[src/rtl/sram_shim.sv]
// Valid/ready request/response adapter in front of a single-cycle-latency SRAM bank.
// Optional out-of-range address checking is enabled by defining SRAM_SHIM_ADDR_CHECK_EN.
module sram_shim #(
  parameter int unsigned NUM_WORDS  = 1024,
  parameter int unsigned DATA_WIDTH = 64,
  parameter int unsigned BYTE_WIDTH = 8,
  parameter int unsigned RSP_DEPTH  = 2,
  localparam int unsigned BE_WIDTH  = DATA_WIDTH / BYTE_WIDTH,
  localparam int unsigned AW        = $clog2(NUM_WORDS)
) (
  input  logic                  clk_i,
  input  logic                  rst_ni,
  input  logic                  req_valid_i,
  output logic                  req_ready_o,
  input  logic                  req_we_i,
  input  logic [AW-1:0]         req_addr_i,
  input  logic [DATA_WIDTH-1:0] req_wdata_i,
  input  logic [BE_WIDTH-1:0]   req_be_i,
  output logic                  rsp_valid_o,
  input  logic                  rsp_ready_i,
  output logic                  rsp_we_o,
  output logic [DATA_WIDTH-1:0] rsp_rdata_o,
  output logic                  rsp_err_o,
  output logic                  sram_req_o,
  output logic                  sram_we_o,
  output logic [AW-1:0]         sram_addr_o,
  output logic [DATA_WIDTH-1:0] sram_wdata_o,
  output logic [BE_WIDTH-1:0]   sram_be_o,
  input  logic [DATA_WIDTH-1:0] sram_rdata_i
);

  localparam int unsigned PTR_W = (RSP_DEPTH > 1) ? $clog2(RSP_DEPTH) : 1;
  localparam int unsigned CNT_W = $clog2(RSP_DEPTH + 1);

  logic                  accept_s;
  logic                  err_s;
  logic                  ready_s;
  logic [CNT_W:0]        occ_s;

  logic                  pend_valid_r;
  logic                  pend_we_r;
  logic                  pend_err_r;
  logic [DATA_WIDTH-1:0] pend_rdata_s;

  logic [DATA_WIDTH-1:0] fifo_data_r [RSP_DEPTH];
  logic                  fifo_we_r   [RSP_DEPTH];
  logic                  fifo_err_r  [RSP_DEPTH];
  logic [PTR_W-1:0]      wr_ptr_r;
  logic [PTR_W-1:0]      rd_ptr_r;
  logic [CNT_W-1:0]      count_r;

  logic                  fifo_empty_s;
  logic                  bypass_s;
  logic                  push_s;
  logic                  pop_s;

  function automatic logic [PTR_W-1:0] ptr_inc(input logic [PTR_W-1:0] p);
    if (p == PTR_W'(RSP_DEPTH - 1)) begin
      return {PTR_W{1'b0}};
    end else begin
      return p + PTR_W'(1);
    end
  endfunction

`ifdef SRAM_SHIM_ADDR_CHECK_EN
  assign err_s = ({1'b0, req_addr_i} >= (AW + 1)'(NUM_WORDS));
`else
  assign err_s = 1'b0;
`endif

  // Readiness looks only at registered occupancy, never at rsp_ready_i.
  assign occ_s        = {1'b0, count_r} + {{CNT_W{1'b0}}, pend_valid_r};
  assign ready_s      = (occ_s < (CNT_W + 1)'(RSP_DEPTH));
  assign req_ready_o  = ready_s;
  assign accept_s     = req_valid_i & ready_s;

  assign sram_req_o   = accept_s & ~err_s;
  assign sram_we_o    = req_we_i;
  assign sram_addr_o  = req_addr_i;
  assign sram_wdata_o = req_wdata_i;
  assign sram_be_o    = req_be_i;

  assign fifo_empty_s = (count_r == {CNT_W{1'b0}});
  assign bypass_s     = fifo_empty_s & pend_valid_r;
  assign pend_rdata_s = (pend_we_r | pend_err_r) ? {DATA_WIDTH{1'b0}} : sram_rdata_i;
  // A pending entry not consumed by bypass is parked in the FIFO while sram_rdata_i is still valid.
  assign push_s       = pend_valid_r & ~(bypass_s & rsp_ready_i);
  assign pop_s        = ~fifo_empty_s & rsp_ready_i;

  // Response mux: bypass from pending stage, else FIFO head, else idle zeros
  always_comb begin
    rsp_valid_o = 1'b0;
    rsp_we_o    = 1'b0;
    rsp_err_o   = 1'b0;
    rsp_rdata_o = {DATA_WIDTH{1'b0}};
    if (bypass_s) begin
      rsp_valid_o = 1'b1;
      rsp_we_o    = pend_we_r;
      rsp_err_o   = pend_err_r;
      rsp_rdata_o = pend_rdata_s;
    end else if (!fifo_empty_s) begin
      rsp_valid_o = 1'b1;
      rsp_we_o    = fifo_we_r[rd_ptr_r];
      rsp_err_o   = fifo_err_r[rd_ptr_r];
      rsp_rdata_o = fifo_data_r[rd_ptr_r];
    end else begin
      rsp_valid_o = 1'b0;
    end
  end

  // Pending stage tracks the request accepted in the previous cycle
  always_ff @(posedge clk_i or negedge rst_ni) begin
    if (!rst_ni) begin
      pend_valid_r <= 1'b0;
      pend_we_r    <= 1'b0;
      pend_err_r   <= 1'b0;
    end else if (accept_s) begin
      pend_valid_r <= 1'b1;
      pend_we_r    <= req_we_i;
      pend_err_r   <= err_s;
    end else begin
      pend_valid_r <= 1'b0;
      pend_we_r    <= 1'b0;
      pend_err_r   <= 1'b0;
    end
  end

  // Response FIFO storage and pointers
  always_ff @(posedge clk_i or negedge rst_ni) begin
    if (!rst_ni) begin
      wr_ptr_r <= {PTR_W{1'b0}};
      rd_ptr_r <= {PTR_W{1'b0}};
      for (int i = 0; i < int'(RSP_DEPTH); i++) begin
        fifo_data_r[i] <= {DATA_WIDTH{1'b0}};
        fifo_we_r[i]   <= 1'b0;
        fifo_err_r[i]  <= 1'b0;
      end
    end else begin
      if (push_s) begin
        fifo_data_r[wr_ptr_r] <= pend_rdata_s;
        fifo_we_r[wr_ptr_r]   <= pend_we_r;
        fifo_err_r[wr_ptr_r]  <= pend_err_r;
        wr_ptr_r              <= ptr_inc(wr_ptr_r);
      end
      if (pop_s) begin
        rd_ptr_r <= ptr_inc(rd_ptr_r);
      end
    end
  end

  // FIFO occupancy counter; simultaneous push and pop leaves it unchanged
  always_ff @(posedge clk_i or negedge rst_ni) begin
    if (!rst_ni) begin
      count_r <= {CNT_W{1'b0}};
    end else begin
      case ({push_s, pop_s})
        2'b10:   count_r <= count_r + CNT_W'(1);
        2'b01:   count_r <= count_r - CNT_W'(1);
        default: count_r <= count_r;
      endcase
    end
  end

endmodule
[config.mk]
export PLATFORM = sky130hd
export DESIGN_NAME = sram_shim
export DESIGN_NICKNAME = d
export VERILOG_FILES = /design/src/rtl/sram_shim.sv
export SDC_FILE = /design/constraint.sdc
export NUM_CORES = 1
export LEC_CHECK = 0
export CAP_MARGIN = 20
export CELL_PAD_IN_SITES_DETAIL_PLACEMENT = 0
export CELL_PAD_IN_SITES_GLOBAL_PLACEMENT = 1
export CORE_MARGIN = 2
export CORE_UTILIZATION = 29
export CTS_CLUSTER_SIZE = 25
export DETAILED_ROUTE_END_ITERATION = 8
export HOLD_SLACK_MARGIN = 0.03
export PLACE_DENSITY = 0.85
export SLEW_MARGIN = 25
export SYNTH_ARGS = -nofsm -noshare
export SYNTH_HDL_FRONTEND = slang
export SYNTH_SLANG_ARGS = --single-unit
[constraint.sdc]
create_clock -name clk_i -period 1.8 [get_ports clk_i]
set_input_delay 0.36 -clock clk_i [delete_from_list [all_inputs] [get_ports clk_i]]
set_output_delay 0.36 -clock clk_i [all_outputs]
set_load 0.03 [all_outputs]
After elaboration in Yosys (flattened, before gate mapping)
Index checks and enable logic that the tools add are counted.
Storage, ports and cells
  register bits: 138
  bits of input ports: 151
  output and inout bits: 152
  word-level logic and storage cells: 65
Operators by class
  $add $sub $neg: 5
  $lt $le $gt $ge: 4
  eq/ne operators: 2
  muxes and demuxes: 29
  bitwise operators: 11
  reduce and logical (&&, ||, !) cells: 3
Operators with widths (number)
  64-bit two-way mux: 7
  128-bit bitwise mux: 1
  64-bit demux with 1-bit select: 1
  1-bit two-way mux: 17
  1-bit bitwise AND: 5
  2-bit >= comparator, second input constant: 2
  1-bit inverter with 2-bit output: 2
  2-bit one-hot mux with 2 select lines: 1
  2-bit by 1-bit adder with 3-bit output: 1
  3-bit by 2-bit less-than comparator with 1-bit output, second input constant: 1
  1-bit adder, second input constant: 2
  2-bit by 1-bit adder with 2-bit output, second input constant: 1
  2-bit bitwise AND: 1
  2-bit bitwise mux: 1
  2-bit by 1-bit equality test with 1-bit output, second input constant: 1
  2-bit equality test, second input constant: 1
  2-bit zero test: 1
  2-bit by 1-bit less-than comparator with 1-bit output, second input constant: 1
  1-bit inverter: 2
  2-bit inverter: 1
  2-bit nonzero test: 1
  2-bit by 1-bit subtractor with 2-bit output, second input constant: 1
  1-bit demux with 1-bit select: 1
  1-bit logical AND: 1

Longest topological paths before layout
Gate-level depths: netlist of the first run.
  depth after elaboration: 7
  gate-level depth with buffers: 7
  mapped depth without buffers: 6

Worst setup path after synthesis of the first run
Ideal clock, no wire load.
  path kind: register to output
  from: reg rd_ptr_r
  to: out rsp_rdata_o[19]
  data arrival time: 1.597 ns
  required time: 1.440 ns
  setup slack: -0.157 ns
  stages on the path, launching flop included: 6
  buffers on the path: 3
  cells stage by stage: dfrtp_1 -> clkbuf_1 -> buf_2 -> buf_2 -> mux2i_1 -> o2bb2ai_1
Between the ends
  longest elaborated chain between the ends: 6
RTL lines
  start, declared: line 49  | logic [PTR_W-1:0] rd_ptr_r;
  start signal, assigned: line 132  | rd_ptr_r <= {PTR_W{1'b0}};
  start signal, assigned: line 146  | rd_ptr_r <= ptr_inc(rd_ptr_r);
  1-bit inverter with 2-bit output (not written as such): line 105  | rsp_rdata_o = fifo_data_r[rd_ptr_r];
  64-bit two-way mux (not written as such) (3 in a row): line 105
  64-bit two-way mux: line 101  | end else if (!fifo_empty_s) begin
  64-bit two-way mux: line 96  | if (bypass_s) begin
  end, declared: line 22  | output logic [DATA_WIDTH-1:0] rsp_rdata_o,
No other way between the ends. The select of a mux whose other input is x is not followed.

Worst setup path in the final report of the first run
  from: reg count_r[0]
  to: out rsp_rdata_o[14]
Between the ends
  longest elaborated chain between the ends: 3
  elaborated cells on any way between the ends: 4
  classes of those cells: 2 x mux; 1 x bitwise; 1 x reduce/logical
RTL lines
  start, declared: line 50  | logic [CNT_W-1:0] count_r;
  start signal, assigned: line 154  | count_r <= {CNT_W{1'b0}};
  start signal, assigned: line 157  | 2'b10: count_r <= count_r + CNT_W'(1);
  start signal, assigned: line 158  | 2'b01: count_r <= count_r - CNT_W'(1);
  2-bit zero test *: line 83  | assign fifo_empty_s = (count_r == {CNT_W{1'b0}});
  64-bit two-way mux or 1-bit bitwise AND (tied branches): line 101, 84
  64-bit two-way mux *: line 96
Every way passes the cells marked *; elsewhere a longest branch is shown, timed or not.

==> results of run 1 <==
placed cells by master (no fill, tap or decap), drive strengths merged, types with 2 or more instances in the layout:
cell type	count
nor2b	3
o2bb2ai	63
mux2i	65
xor2	2
and2	3
nand2	2
clkinvlp	3
mux2	4
a22o	126
clkdlybuf4s50	67
clkbuf	22
clkinv	6
nand3	2
a21oi	2
buf	133
xnor2	3
dfrtp	138
nor2	3
cell type report:
| type | instances | area share |
|---|---|---|
| sequential | 138 | 0.338 |
| clock buffer | 21 | 0.0460 |
| tap | 319 | 0.0390 |
| multi-input combinational | 289 | 0.326 |
| clock inverter | 11 | 0.00929 |
| timing repair buffer | 202 | 0.241 |
stage by stage:
step / total power [mW] / setup WS [ns]
floorplan: 12.7 / -0.00442
global placement: 16.2 / -0.268
detailed placement: 16.4 / -0.286
CTS: 21.5 / -0.465
global route: 22.6 / -0.457
finish: 21.5 / -0.366
worst max-delay path: stages (launching register included):
cell,delay (ns)
sky130_fd_sc_hd__dfrtp_2,0.45
sky130_fd_sc_hd__buf_6,0.13
sky130_fd_sc_hd__nor2_4,0.21
sky130_fd_sc_hd__buf_4,0.35
sky130_fd_sc_hd__o2bb2ai_4,0.09
sky130_fd_sc_hd__buf_6,0.15
power groups by stage:
stage / combinational (mW) / sequential (mW) / clock (mW)
after detailed placement: 11.1 / 5.29 / 0
after global placement: 11.0 / 5.26 / 0
after global routing: 13.6 / 5.47 / 3.58
after CTS: 12.8 / 5.26 / 3.44
after floorplan: 7.72 / 5.01 / 0
final: 12.9 / 5.29 / 3.35
sequential cells by signal, indices dropped and copies added, names as in the netlist:
signal / cells
fifo_err_r: 2
wr_ptr_r: 1
fifo_data_r: 128
pend_we_r: 1
pend_valid_r: 1
fifo_we_r: 2
count_r: 2
rd_ptr_r: 1
cell families (layout without fill, tap and decap cells):
family                   after synthesis  count (layout)  synth area share
AO/OA/AOI/OAI                        193             193             0.240
XOR/XNOR                               5               5           0.00627
adder cells (fa/ha/maj)                1               1           0.00179
buffers and inverters                135             234             0.140
flip-flops                           138             138             0.494
multiplexers                          69              69            0.0995
AND/OR/NAND/NOR                       21              21            0.0188
worst max-delay path by stage:
stage / from / slack [ns] / depth (start not counted) / endpoint
finish: count_r[0]$_DFFE_PN0P_ / -0.37 / 5 / rsp_rdata_o[14]
global route: count_r[0]$_DFFE_PN0P_ / -0.46 / 5 / rsp_rdata_o[14]
CTS: pend_we_r$_DFF_PN0_ / -0.47 / 7 / rsp_rdata_o[15]
detailed placement: rsp_ready_i / -0.29 / 5 / fifo_data_r[52]$_DFFE_PN0P_
global placement: rsp_ready_i / -0.27 / 5 / fifo_data_r[44]$_DFFE_PN0P_
floorplan: rd_ptr_r$_DFFE_PN0P_ / -0.004 / 5 / rsp_rdata_o[19]
routing by layer:
| layer | track usage | part of all wire |
|---|---|---|
| met1 | 0.198 | 0.45 |
| met2 | 0.238 | 0.48 |
| met3 | 0.0453 | 0.055 |
| met4 | 0.0421 | 0.013 |
| met5 | 0 | 0.00063 |
what timing repair did:
action	in CTS	in global routing
hold endpoints to repair	39	0
setup endpoints to repair	69	72
pin swaps	4	5
hold buffers	1	0
setup buffers	10	5
gates resized for setup	92	20
gates cloned	4	1
==> metrics.log, run 1 <==
INFO  metric tritoncts = built
INFO  metric switching_power = 8.61 mW
INFO  metric layout-area-overhead-vs-synth = 46.4%
INFO  metric pwr-share-seq = 0.246
INFO  metric average_cell_area_after_synthesis = about 12 µm²
INFO  metric reg2reg_slack = 0.07 ns
INFO  metric start_util = 0.297
INFO  metric postSynthCellCount = between 500 and 600
INFO  metric syn-cell-area = about 0.007 mm²
INFO  metric ys.warnings.count = 0
INFO  metric min_path_type = in2async
INFO  metric synthTopCellsByArea = sky130_fd_sc_hd__dfrtp_1 49%, sky130_fd_sc_hd__a22o_1 16%, sky130_fd_sc_hd__buf_4 10%
INFO  metric seq_area = between 0.003 and 0.004 mm²
INFO  metric crit_path_category = reg2out
INFO  metric synth_top_flop_cell = sky130_fd_sc_hd__dfrtp_1
INFO  metric cts.sink_count = about 140
INFO  metric yosys.area.top_type = sky130_fd_sc_hd__dfrtp_1
INFO  metric max-slew-margin-rel = 0.702
INFO  metric share_clk_of_total_power = 0.155
INFO  metric setup_ws = -0.366 ns
INFO  metric antenna_violating_nets_post_route = 0
INFO  metric fin_setup_tns = -21.50 ns
INFO  metric final_util = 0.435
INFO  metric timing.clock.skew = between 0.01 and 0.015 ns
INFO  metric ys_ff_latch = between 100 and 150
INFO  metric routabilityCongestion = a little over 0.7
INFO  metric final_net_count = 800
INFO  metric detailedRoute.firstIterationViolations = between 150 and 200
INFO  metric proportion_of_layout_cells_with_a_drive_suffix_above_1 = 0.384
INFO  metric worst-slew-pin-transition = 0.447 ns
INFO  metric cp_max_fo = 10
INFO  metric static-leakage-power = 4.41 nW
INFO  metric post_synth_num_cell_types = 29
INFO  metric htree_levels = 4
INFO  metric final_max_slew_viol_count = 0
INFO  metric rsz_0062_raised_after_global_routing = yes
INFO  metric cts_root_buf = sky130_fd_sc_hd__clkbuf_16
INFO  metric design_area = 0.0102 mm²
INFO  metric route.detailed.wl_per_inst = around 19 µm
INFO  metric worst_skew_pair.late_latency = 0.42 ns
INFO  metric critical_path_arrival = approximately 1.8 ns
INFO  metric initial_antenna_violation_count = 1
INFO  metric synth_nets = between 700 and 800
INFO  metric placeableCoreArea = around 0.024 mm²
INFO  metric post-place-cells = a little over 900
INFO  metric yosysSeqAreaShare = 0.494
INFO  metric r2r-end = fifo_data_r[57]$_DFFE_PN0P_
INFO  metric clock_tree.buffer_depth = 2
INFO  metric dieArea = around 0.025 mm²
INFO  metric number_of_buffers_inserted_during_clock_tree_synthesis = 17
INFO  metric post-dp-hpwl = between 10 and 15 mm
INFO  metric portion_of_total_power_attributed_to_combinational_logic = 0.599
INFO  metric multiInputGateArea = between 0.003 and 0.004 mm²
INFO  metric drc = 0
INFO  metric critical_path.endpoint_type = output pin
INFO  metric die_w = 159 µm
INFO  metric place_area = 0.00891 mm²
INFO  metric holdWs = around 0.44 ns
INFO  metric wire_length_of_the_first_global_routing_pass = 30.2 mm
INFO  metric timing.fmax = 462 MHz
INFO  metric total_congestion_overflow_after_global_routing = 0
INFO  metric share_of_the_clock_period_used_by_the_worst_path = 1.20
INFO  metric r2r-start = count_r[0]$_DFFE_PN0P_
INFO  metric hold_viol_final = 0
INFO  metric yosys.cell_count.top_type = sky130_fd_sc_hd__dfrtp_1
INFO  metric groute.usage.overall = 0.150
INFO  metric finalSetupViolCount = roughly 70
INFO  metric port_bufs = 138
INFO  metric worstSetupStartpointType = flip-flop
INFO  metric run_status = finished with violations
INFO  metric num_io_pins = about 300
INFO  metric std_cell_rows = 56
INFO  metric synth_edf_count = 0
INFO  metric fin_crit_period = ~2.2 ns
INFO  metric final_cells = between 900 and 1000
INFO  metric first_global_vias = around 5300
INFO  metric vdd_drop_max = about 1.1 mV
INFO  metric maxCapViolations = 0
INFO  metric violations_in_the_final_reports = setup timing
INFO  metric largest_net_degree_at_the_start_of_global_routing = 43
INFO  metric ff2ff_path_depth = 4
INFO  metric die_height = about 160 µm
INFO  metric routed_wirelength = 19.0 mm
INFO  metric clkSlewWorstSetupHoldPaths = roughly 0.06 ns
INFO  metric power_density = roughly 2100 mW/mm²
INFO  metric drtPass1Iterations = 4
INFO  metric cellInternalPower = 12.9 mW
INFO  metric critPathRequiredTime = ~1.4 ns
INFO  metric antennaDiodeCount = 0
INFO  metric net_switching_share_of_the_total_power = 0.400
INFO  metric netlist.area_leader.share = 0.494
INFO  metric dr_total_vias = approximately 5000
INFO  metric synthArstFlopShare = 1.00
INFO  metric post_synth_most_frequent_cells = 138 x sky130_fd_sc_hd__dfrtp_1, 126 x sky130_fd_sc_hd__a22o_1, 94 x sky130_fd_sc_hd__buf_4, 65 x sky130_fd_sc_hd__mux2i_1, 63 x sky130_fd_sc_hd__o2bb2ai_1
INFO  metric detail_route.vias_per_cell = roughly 5.1
INFO  metric n_fill_cell = approximately 2100
No activity file was read; power rests on OpenSTA's default activity.
==> run 2: changes to the inputs <==
- ABC_AREA: unset -> 1
- CORE_UTILIZATION: 29 -> 40
- DONT_BUFFER_PORTS: unset -> 1
==> run 2 against run 1 <==
The flow finishes with violations (hold timing, setup timing); via count rose by 56%; fmax increased by 2.0%; final area grew 5.0%; cell count grew 50%; routed wire length grew 30%; hold slack got worse by 0.80 ns; clock skew is 0.0085 ns lower.
==> metrics.log, run 2 <==
INFO  metric share_of_the_clock_period_used_by_the_worst_path = 1.18 (was 1.20)
INFO  metric final_net_count = 1335 (was 800)
INFO  metric ys_ff_latch = 138 (unchanged)
INFO  metric cts_root_buf = sky130_fd_sc_hd__clkbuf_16 (unchanged)
INFO  metric timing.critical_path.mode_cell = sky130_fd_sc_hd__clkbuf_16 (was sky130_fd_sc_hd__buf_6)
INFO  metric largest_register_ffs = 128 (unchanged)
INFO  metric cp_max_fo = 8 (was 10)
INFO  metric holdWs = -0.364 ns (was 0.435 ns)
INFO  metric wire_length_of_the_first_global_routing_pass = 35.7 mm (was 30.2 mm)
INFO  metric synth_edf_count = 0 (unchanged)
INFO  metric ys.warnings.count = 0 (unchanged)
INFO  metric design_area = 0.0107 mm² (was 0.0102 mm²)
INFO  metric num_io_pins = 303 (unchanged)
INFO  metric detail_route.vias_per_cell = 5.27 (was 5.08)
INFO  metric cts.sink_count = 138 (unchanged)
INFO  metric die_height = 150 µm (was 159 µm)
INFO  metric average_cell_area_after_synthesis = 7.08 µm² (was 12.4 µm²)
INFO  metric min_path_type = in2async (unchanged)
INFO  metric route.detailed.wl_per_inst = 16.7 µm (was 19.3 µm)
INFO  metric synth_nets = 1350 (was 714)
INFO  metric groute.usage.overall = 0.202 (was 0.150)
INFO  metric largest_net_degree_at_the_start_of_global_routing = 139 (was 43)
INFO  metric synth_xor_area_frac = 0.00206 (was 0.00626)
INFO  metric finalSetupViolCount = 70 (was 69)
INFO  metric rsz_0062_raised_after_global_routing = yes (unchanged)
INFO  metric yosysSeqAreaShare = 0.407 (was 0.494)
INFO  metric slowest_delay = 0.41 ns (was 0.45 ns)
INFO  metric cp_num_buf_inv = 4 (was 3)
INFO  metric final_util = 0.514 (was 0.435)
INFO  metric worst_skew_pair.late_latency = 0.42 ns (about the same)
INFO  metric static-leakage-power = 5.44 nW (was 4.41 nW)
INFO  metric yosys.area_share.simple = 0.320 (was 0.0188)
INFO  metric hold_viol_final = 138 (was 0)
INFO  metric crit_path_category = reg2out (unchanged)
INFO  metric drtPass1Iterations = 4 (unchanged)
INFO  metric synth_compound_gate_area_share = 0.0786 (was 0.240)
INFO  metric drc = 0 (unchanged)
INFO  metric violations_in_the_final_reports = hold timing, setup timing (was setup timing)
INFO  metric first_global_vias = 6826 (was 5307)
INFO  metric number_of_buffers_inserted_during_clock_tree_synthesis = 17 (unchanged)
INFO  metric antenna_violating_nets_post_route = 0 (unchanged)
INFO  metric post-place-cells = 1405 (was 931)
INFO  metric routed_wirelength = 24.6 mm (was 19.0 mm)
INFO  metric routabilityCongestion = 0.767 (was 0.728)
INFO  metric worst-slew-pin-transition = 0.463 ns (was 0.447 ns)
INFO  metric yosys.area_share.adder = 0.00147 (was 0.00179)
INFO  metric final_max_slew_viol_count = 0 (unchanged)
INFO  metric port_bufs = 0 (was 138)
INFO  metric maxCapViolations = 0 (unchanged)
INFO  metric setup_ws = -0.323 ns (was -0.366 ns)
INFO  metric antennaDiodeCount = 0 (unchanged)
INFO  metric htree_levels = 4 (unchanged)
INFO  metric synth_top_family_by_area = simple AND/OR/NAND/NOR gates (was compound AO/OA/AOI/OAI gates)
INFO  metric synthArstFlopShare = 1.00 (unchanged)
INFO  metric critical_path.slowest_cell = sky130_fd_sc_hd__dfrtp_1 (was sky130_fd_sc_hd__dfrtp_2)
INFO  metric clock_tree.buffer_depth = 2 (unchanged)
INFO  metric synth_top_flop_cell = sky130_fd_sc_hd__dfrtp_1 (unchanged)
INFO  metric final_common_cell = sky130_fd_sc_hd__nand2_1 (was sky130_fd_sc_hd__dfrtp_1)
INFO  metric synthTopCellsByArea = sky130_fd_sc_hd__dfrtp_1 41%, sky130_fd_sc_hd__nand2_1 15%, sky130_fd_sc_hd__nand4_1 9.7% (was sky130_fd_sc_hd__dfrtp_1 49%, sky130_fd_sc_hd__a22o_1 16%, sky130_fd_sc_hd__buf_4 10%)
INFO  metric initial_antenna_violation_count = 0 (was 1)
INFO  metric detailedRoute.firstIterationViolations = 510 (was 169)
INFO  metric worstSetupStartpointType = flip-flop (unchanged)
INFO  metric power_density = 2230 mW/mm² (was 2100 mW/mm²)
INFO  metric post_synth_num_cell_types = 23 (was 29)
INFO  metric timing.clock.skew = 0.00631 ns (was 0.0148 ns)
INFO  metric syn-cell-area = 0.00848 mm² (was 0.00699 mm²)
INFO  metric total_congestion_overflow_after_global_routing = 0 (unchanged)
INFO  metric synth.area.mux_share = 0 (was 0.0995)
INFO  metric crit_path_cell_trace = nor2_4 > buf_12 > clkbuf_16 > clkbuf_16 > nand3_2 > o21ai_1 > buf_4 (was buf_6 > nor2_4 > buf_4 > o2bb2ai_4 > buf_6)
INFO  metric die_w = 150 µm (was 159 µm)
INFO  metric critical_path.endpoint_type = output pin (unchanged)
INFO  metric std_cell_rows = 53 (was 56)
INFO  metric post-dp-hpwl = 12.7 mm (was 12.1 mm)
INFO  metric crit_family = buffers and inverters (unchanged)
INFO  metric yosys.area.top_type = sky130_fd_sc_hd__dfrtp_1 (unchanged)
INFO  metric dr_total_vias = 7757 (was 4981)
INFO  metric max_flop_register = fifo_data_r (unchanged)
INFO  metric timing.fmax = 471 MHz (was 462 MHz)
INFO  metric yosys.cell_count.top_type = sky130_fd_sc_hd__nand2_1 (was sky130_fd_sc_hd__dfrtp_1)
INFO  metric dpl_worst_slack = 0.106 ns (was -0.286 ns)
INFO  metric max-slew-margin-rel = 0.691 (was 0.702)
INFO  metric clkSlewWorstSetupHoldPaths = 0.06 ns (about the same)
INFO  metric netlist.area_leader.share = 0.407 (was 0.494)
INFO  metric layout-area-overhead-vs-synth = 26.6% (was 46.4%)
INFO  metric proportion_of_layout_cells_with_a_drive_suffix_above_1 = 0.247 (was 0.384)
INFO  metric placeableCoreArea = 0.0209 mm² (was 0.0235 mm²)
INFO  metric vdd_drop_max = 1.25 mV (was 1.08 mV)
INFO  metric fin_crit_period = 2.12 ns (was 2.17 ns)
INFO  metric run_status = finished with violations (unchanged)
INFO  metric postSynthCellCount = 1198 (was 562)
INFO  metric critPathRequiredTime = 1.44 ns (about the same)
INFO  metric critical_path_arrival = 1.76 ns (was 1.81 ns)
INFO  metric most_frequent_cells_in_the_layout = 327 x sky130_fd_sc_hd__nand2_1, 134 x sky130_fd_sc_hd__dfrtp_1, 133 x sky130_fd_sc_hd__inv_1 (was 135 x sky130_fd_sc_hd__dfrtp_1, 126 x sky130_fd_sc_hd__a22o_1, 74 x sky130_fd_sc_hd__buf_6)
INFO  metric final_cells = 1471 (was 980)
INFO  metric place_area = 0.00882 mm² (was 0.00891 mm²)
INFO  metric tritoncts = built (unchanged)
INFO  metric start_util = 0.406 (was 0.297)
INFO  metric post_synth_most_frequent_cells = 332 x sky130_fd_sc_hd__nand2_1, 138 x sky130_fd_sc_hd__dfrtp_1, 136 x sky130_fd_sc_hd__inv_1, 131 x sky130_fd_sc_hd__nand4_1, 107 x sky130_fd_sc_hd__o21ai_0 (was 138 x sky130_fd_sc_hd__dfrtp_1, 126 x sky130_fd_sc_hd__a22o_1, 94 x sky130_fd_sc_hd__buf_4, 65 x sky130_fd_sc_hd__mux2i_1, 63 x sky130_fd_sc_hd__o2bb2ai_1)
INFO  metric dieArea = 0.0224 mm² (was 0.0254 mm²)
==> run 2: stage by stage <==
stage	TNS [ns]	power [mW]
detailed placement	0	17.0
floorplan	-0.173	13.4
global placement	0	16.9
finish	-17.92	24.0
CTS	-16.23	21.9
global route	-23.02	25.4
==> run 2: repair_timing <==
| action | CTS | global route |
|---|---|---|
| pin swaps | 8 | 10 |
| endpoints found under the hold margin | 138 | 138 |
| setup buffers | 10 | 8 |
| gates cloned | 8 | 12 |
| resized for setup | 56 | 160 |
| endpoints found under the setup margin | 69 | 69 |
==> run 2: metal layers <==
layer  track usage  wire length [µm]  vias up  share of wire
li1              -                 -     3760              -
met1         0.289             11000     3665           0.45
met2         0.303             11500      293           0.47
met3        0.0436              1700       39          0.069
met4        0.0652               351        0          0.014
met5             0                 0        -              0
==> run 2: layout make-up <==
cell class / count / area (µm²)
multi-input combinational: 740 / 3960
fill: 1982 / 10100
clock buffer: 19 / 433
timing repair buffer: 150 / 1880
clock inverter: 13 / 153
inverter: 136 / 510
sequential: 138 / 3460
tap: 275 / 344
==> run 2: worst register-to-register path: stages (launching register included) <==
cell	delay, ns
sky130_fd_sc_hd__dfrtp_1	0.41
sky130_fd_sc_hd__nor2_4	0.14
sky130_fd_sc_hd__buf_12	0.14
sky130_fd_sc_hd__buf_4	0.16
sky130_fd_sc_hd__buf_12	0.15
sky130_fd_sc_hd__nand2_4	0.08
sky130_fd_sc_hd__nand2_1	0.10
sky130_fd_sc_hd__ha_1	0.26
sky130_fd_sc_hd__inv_1	0.08
sky130_fd_sc_hd__nand3_1	0.09
sky130_fd_sc_hd__nand2_1	0.08
sky130_fd_sc_hd__nand2_1	0.05
==> run 2: path summary, 6_finish.rpt <==
check	slack [ns]	to	startpoint	depth (start not counted)
worst max-delay path	-0.32	rsp_rdata_o[20]	count_r[0]$_DFFE_PN0P_	7
worst min-delay path	-0.36	fifo_data_r[16]$_DFFE_PN0P_	rst_ni	0
worst max register to register	-0.04	count_r[1]$_DFFE_PN0P_	count_r[0]$_DFFE_PN0P_	11
worst min register to register	0.46	fifo_data_r[72]$_DFFE_PN0P_	fifo_data_r[72]$_DFFE_PN0P_	2
max in group asynchronous	1.80	pend_valid_r$_DFF_PN0_	rst_ni	0
min in group clk_i	0.14	pend_we_r$_DFF_PN0_	req_we_i	1
==> run 2: cells by family (layout without fill, tap and decap cells) <==
| group | count (synthesis) | in the layout |
|---|---|---|
| adders and majority gates | 1 | 1 |
| DFF | 138 | 138 |
| and+or+nand+nor | 604 | 604 |
| AOI/OAI and AO/OA | 133 | 133 |
| buffers and inverters | 320 | 318 |
| xor gates and xnor gates | 2 | 2 |
==> run 2: report_power, final <==
| group | total, mW | switching [mW] | internal [mW] |
|---|---|---|---|
| logic | 15.2 | 9.11 | 6.12 |
| clock network | 3.52 | 1.35 | 2.17 |
| registers | 5.22 | 0.770 | 4.45 |
==> patch 1 (settings of run 1) <==
`RSP_DEPTH`: 2 -> 1.
--- a/src/rtl/sram_shim.sv
+++ b/src/rtl/sram_shim.sv
@@ -4,7 +4,7 @@
   parameter int unsigned NUM_WORDS  = 1024,
   parameter int unsigned DATA_WIDTH = 64,
   parameter int unsigned BYTE_WIDTH = 8,
-  parameter int unsigned RSP_DEPTH  = 2,
+  parameter int unsigned RSP_DEPTH  = 1,
   localparam int unsigned BE_WIDTH  = DATA_WIDTH / BYTE_WIDTH,
   localparam int unsigned AW        = $clog2(NUM_WORDS)
 ) (
Formal check against the unedited RTL: not equivalent (a bounded check fails within 4 cycles, from zero or initial values and one cycle with rst_ni low).
==> patch 1 against run 1 <==
- the flow still finishes with violations (negative setup slack)
- synthesized cell count fell by 7.1%
- sequential cell count fell by 70
- fmax rose by 9.9%
- area after synthesis fell by 33%
- routed wire length fell by 38%
- setup slack improved by 0.20 ns
- final cell count fell by 19%
- total power fell by 57%
- design area fell by 38%
- clock skew fell by 0.0079 ns
==> patch 1: results (changes against run 1) <==
portBuffers: 137  # -0.72%
crit_slowest_cell: "dfrtp_2"
post_cts_buffers: 3  # -7
skew_ns: 0.00686  # -0.00794 ns
ir_worst_vdd_v: 0.000553  # -49%
grt_pass1_vias: 3715  # -30%
power_leakage_nw: 2.88  # -35%
drtIter0Drc: 105  # -38%
r2r-start: "count_r$_DFFE_PN0P_"
setup_viol: 64  # -7.2%
layout_setup_ws_ns: -0.170  # +0.196 ns
layout-drive-gt1-share_pct: 36.7  # -1.8 points
yosys-top-cells-count: "131 x nand2_1, 85 x buf_4, 68 x dfrtp_1, 66 x o21ai_0, 59 x nor2b_1"
drt-wirelength-per-cell_um: 14.9  # -23%
placed_cells: 768  # -18%
ff2ff_path_depth: 4  # unchanged
r2r-end: "fifo_data_r[29]$_DFFE_PN0P_"
first_pass_iters: 4  # unchanged
max_stage_delay_ns: 0.42  # -0.03 ns
cts-buffers-inserted: 9  # -8
post-place-ws_ns: -0.00525  # +0.281 ns
critPathMaxFanout: 6  # -4
syn-num-nets: 673  # -5.7%
ys.flop_type: "dfrtp_1"
yosys_warnings: 0  # unchanged
regToRegSetupSlack_ns: 0.18  # +0.11 ns
post_cts_resized: 24  # -74%
nets: 727  # -9.1%
fin_tns_setup_ns: -7.47  # +14.03 ns
cts_hold_buffers: 1  # unchanged
whs_ns: 0.434  # -0.000757 ns
syn_avg_cell_area_um2: 8.99  # -28%
critPathArrivalTime_ns: 1.61  # -0.20 ns
largest_reg_flops: 64  # -50%
ys_types: 18  # -38%
antenna_cells: 0  # unchanged
grt_pass1_wl_um: 18600  # -38%
vias: 3597  # -28%
violations: "negative setup slack"
status: "complete, but fails checks"
ys_seq_area_share_pct: 36.3  # -13 points
cts_max_level: 3  # -1
top_register: "fifo_data_r"
grt_max_degree: 68  # +58%
synth_area_leaders: "dfrtp_1 36%, mux2_4 14%, buf_4 14%"
routabilityCongestion: 0.738  # +1.4%
hpwl_um: 7390  # -39%
placed_cell_area_um2: 5530  # -38%
grt.total_usage_pct: 13.3  # -1.7 points
clk_latency_ns: 0.33  # -0.09 ns
clockBufferDepth: 2  # unchanged
viasPerCell: 4.51  # -11%
clk_pin_slew_ns: 0.06  # about the same
root_buffer: "clkbuf_16"
antenna_found_initial: 0  # -1
async_flop_share_pct: 100  # unchanged
patch 1: cell count changes in the layout (fill, tap and decap cells not counted), sizes merged, moves of 63 or more:
cell            run 1  this run
dfrtp             138        68
a22o              126         0
mux2i              65         0
nand2               2       131
o21ai               1        66
o2bb2ai            63         0
patch 1: how the worst max path moves through the flow:
stage	to	startpoint
floorplan	rsp_rdata_o[28]	pend_valid_r$_DFF_PN0_
CTS	rsp_rdata_o[50]	pend_we_r$_DFF_PN0_
global route	rsp_rdata_o[35]	pend_we_r$_DFF_PN0_
global placement	fifo_data_r[29]$_DFFE_PN0P_	rsp_ready_i
detailed placement	fifo_data_r[5]$_DFFE_PN0P_	rsp_ready_i
finish	rsp_rdata_o[25]	pend_we_r$_DFF_PN0_
patch 1: critical path: cells and delay by family, from the launching register on:
kind | cells | cell delay [ns]
buf+inv | 3 | 0.47
compound gates | 1 | 0.14
simple gates | 2 | 0.25
flops | 1 | 0.42
patch 1: cell families after synthesis:
group / synth area share (%)
muxes: 19.0
AOI/OAI and AO/OA: 7.04
other: 0.0799
and+or+nand+nor: 20.0
DFF: 36.3
buffers and inverters: 17.6
patch 1: per-layer routing:
metal	wire length, um	global-route usage (%)	up-vias
met1	5160	16.0	1733
met4	353	6.88	0
met5	0	0	-
met3	615	3.43	42
met2	5710	21.9	114
li1	-	-	1708
patch 1: cell type report:
type | instances | area, um2
multi-input cells | 334 | 2320
inverters | 1 | 3.75
clock buffers | 10 | 239
flip-flops and latches | 68 | 1710
repair buffers | 162 | 1740
clock inverters | 6 | 63.8
well taps | 216 | 270
fillers | 1564 | 9490
patch 1: where the power goes:
group          switching (mW)  internal, mW
registers               0.440          2.28
logic                    2.40          2.42
clock network           0.661          1.11
total                    3.50          5.80
==> patch 2 (flow settings as in run 1) <==
Made on the original files. Put a register stage on the output `rsp_err_o`. The value now appears one clock later. The other outputs are not delayed to match.
--- a/src/rtl/sram_shim.sv
+++ b/src/rtl/sram_shim.sv
@@ -31,6 +31,8 @@
 
   localparam int unsigned PTR_W = (RSP_DEPTH > 1) ? $clog2(RSP_DEPTH) : 1;
   localparam int unsigned CNT_W = $clog2(RSP_DEPTH + 1);
+
+  logic rsp_err_d;
 
   logic                  accept_s;
   logic                  err_s;
@@ -91,17 +93,17 @@
   always_comb begin
     rsp_valid_o = 1'b0;
     rsp_we_o    = 1'b0;
-    rsp_err_o   = 1'b0;
+    rsp_err_d   = 1'b0;
     rsp_rdata_o = {DATA_WIDTH{1'b0}};
     if (bypass_s) begin
       rsp_valid_o = 1'b1;
       rsp_we_o    = pend_we_r;
-      rsp_err_o   = pend_err_r;
+      rsp_err_d   = pend_err_r;
       rsp_rdata_o = pend_rdata_s;
     end else if (!fifo_empty_s) begin
       rsp_valid_o = 1'b1;
       rsp_we_o    = fifo_we_r[rd_ptr_r];
-      rsp_err_o   = fifo_err_r[rd_ptr_r];
+      rsp_err_d   = fifo_err_r[rd_ptr_r];
       rsp_rdata_o = fifo_data_r[rd_ptr_r];
     end else begin
       rsp_valid_o = 1'b0;
@@ -161,4 +163,8 @@
     end
   end
 
+  always_ff @(posedge clk_i) begin
+    rsp_err_o <= rsp_err_d;
+  end
+
 endmodule
Behaviour: same outputs for any inputs over 4 cycles, from zero or initial values and one cycle with rst_ni low; that may be too few to reach the edited logic, so the function may still have changed.
==> patch 2 against run 1 <==
- the run still ends with negative setup slack left
- fmax is 3.4% lower
- routed wire length is 6.1% higher
- area after synthesis is 0.29% higher
- sequential cell count is 1 higher
- sequential power is 1% higher
- design area is 3.4% higher
- setup slack worse by 0.077 ns
- total power is 2.9% higher
==> patch 2: results (changes against run 1) <==
endpoint: "rsp_rdata_o[37]"
routed.top_layer: "met4"
r2r-end: "fifo_data_r[20]$_DFFE_PN0P_"
power.density_nw_per_um2: 2100  # -0.43%
nets: 822  # +2.8%
fillers: 2108  # -0.33%
layout_setup_ws_ns: -0.442  # -0.0766 ns
yosys.area_share.xor_xnor_pct: 0.625  # -0.0018 points
pwr-share-comb_pct: 59.6  # -0.3 points
placed_cells: 932  # +0.11%
ff2ff_path_depth: 5  # +1
skew_ns: 0.00909  # -0.00570 ns
violations: "negative setup slack"
post_cts_buffers: 20  # +10
grt.total_usage_pct: 15.0  # +0.050 points
use_met1_pct: 19.5  # -0.37 points
fin_tns_setup_ns: -25.10  # -3.60 ns
async_flop_share_pct: 99.3  # -0.72 points
status: "complete, but fails checks"
ys_types: 30  # +3.4%
yosys.area_share.adder_pct: 0.178  # -0.00051 points
sequentialPowerShare_pct: 24.2  # -0.4 points
drtIter0Drc: 187  # +11%
crit_slowest_cell: "dfrtp_1"
setup_viol: 68  # -1.4%
hpwl_um: 11800  # -1.8%
max_stage_delay_ns: 0.39  # -0.06 ns
synthCells: 563  # +0.18%
drt-wirelength-per-cell_um: 20.1  # +3.7%
critPathMaxFanout: 5  # -5
ir_worst_vdd_v: 0.000960  # -11%
==> patch 2: changes by cell type after synthesis, sizes merged <==
| cell | run 1 | this run |
|---|---|---|
| buf | 118 | 119 |
| clkbuf | 17 | 16 |
| dfxtp | 0 | 1 |
==> patch 2: cell families (layout without fill, tap and decap cells) <==
kind of cell	after synthesis	count (layout)
AOI/OAI and AO/OA	193	193
DFF	139	139
buffers and inverters	135	255
muxes	69	69
and+or+nand+nor	21	21
xor gates and xnor gates	5	5
adders and majority gates	1	1
other	0	1
==> patch 2: final cells by class <==
type / count / area [um2] / area share [%]
Timing Repair Buffer: 223 / 2670 / 25.3
Tap cell: 319 / 399 / 3.77
Clock buffer: 20 / 467 / 4.41
Sequential cell: 139 / 3480 / 32.9
Antenna cell: 1 / 2.50 / 0.0237
Multi-Input combinational cell: 289 / 3420 / 32.3
Clock inverter: 12 / 138 / 1.30
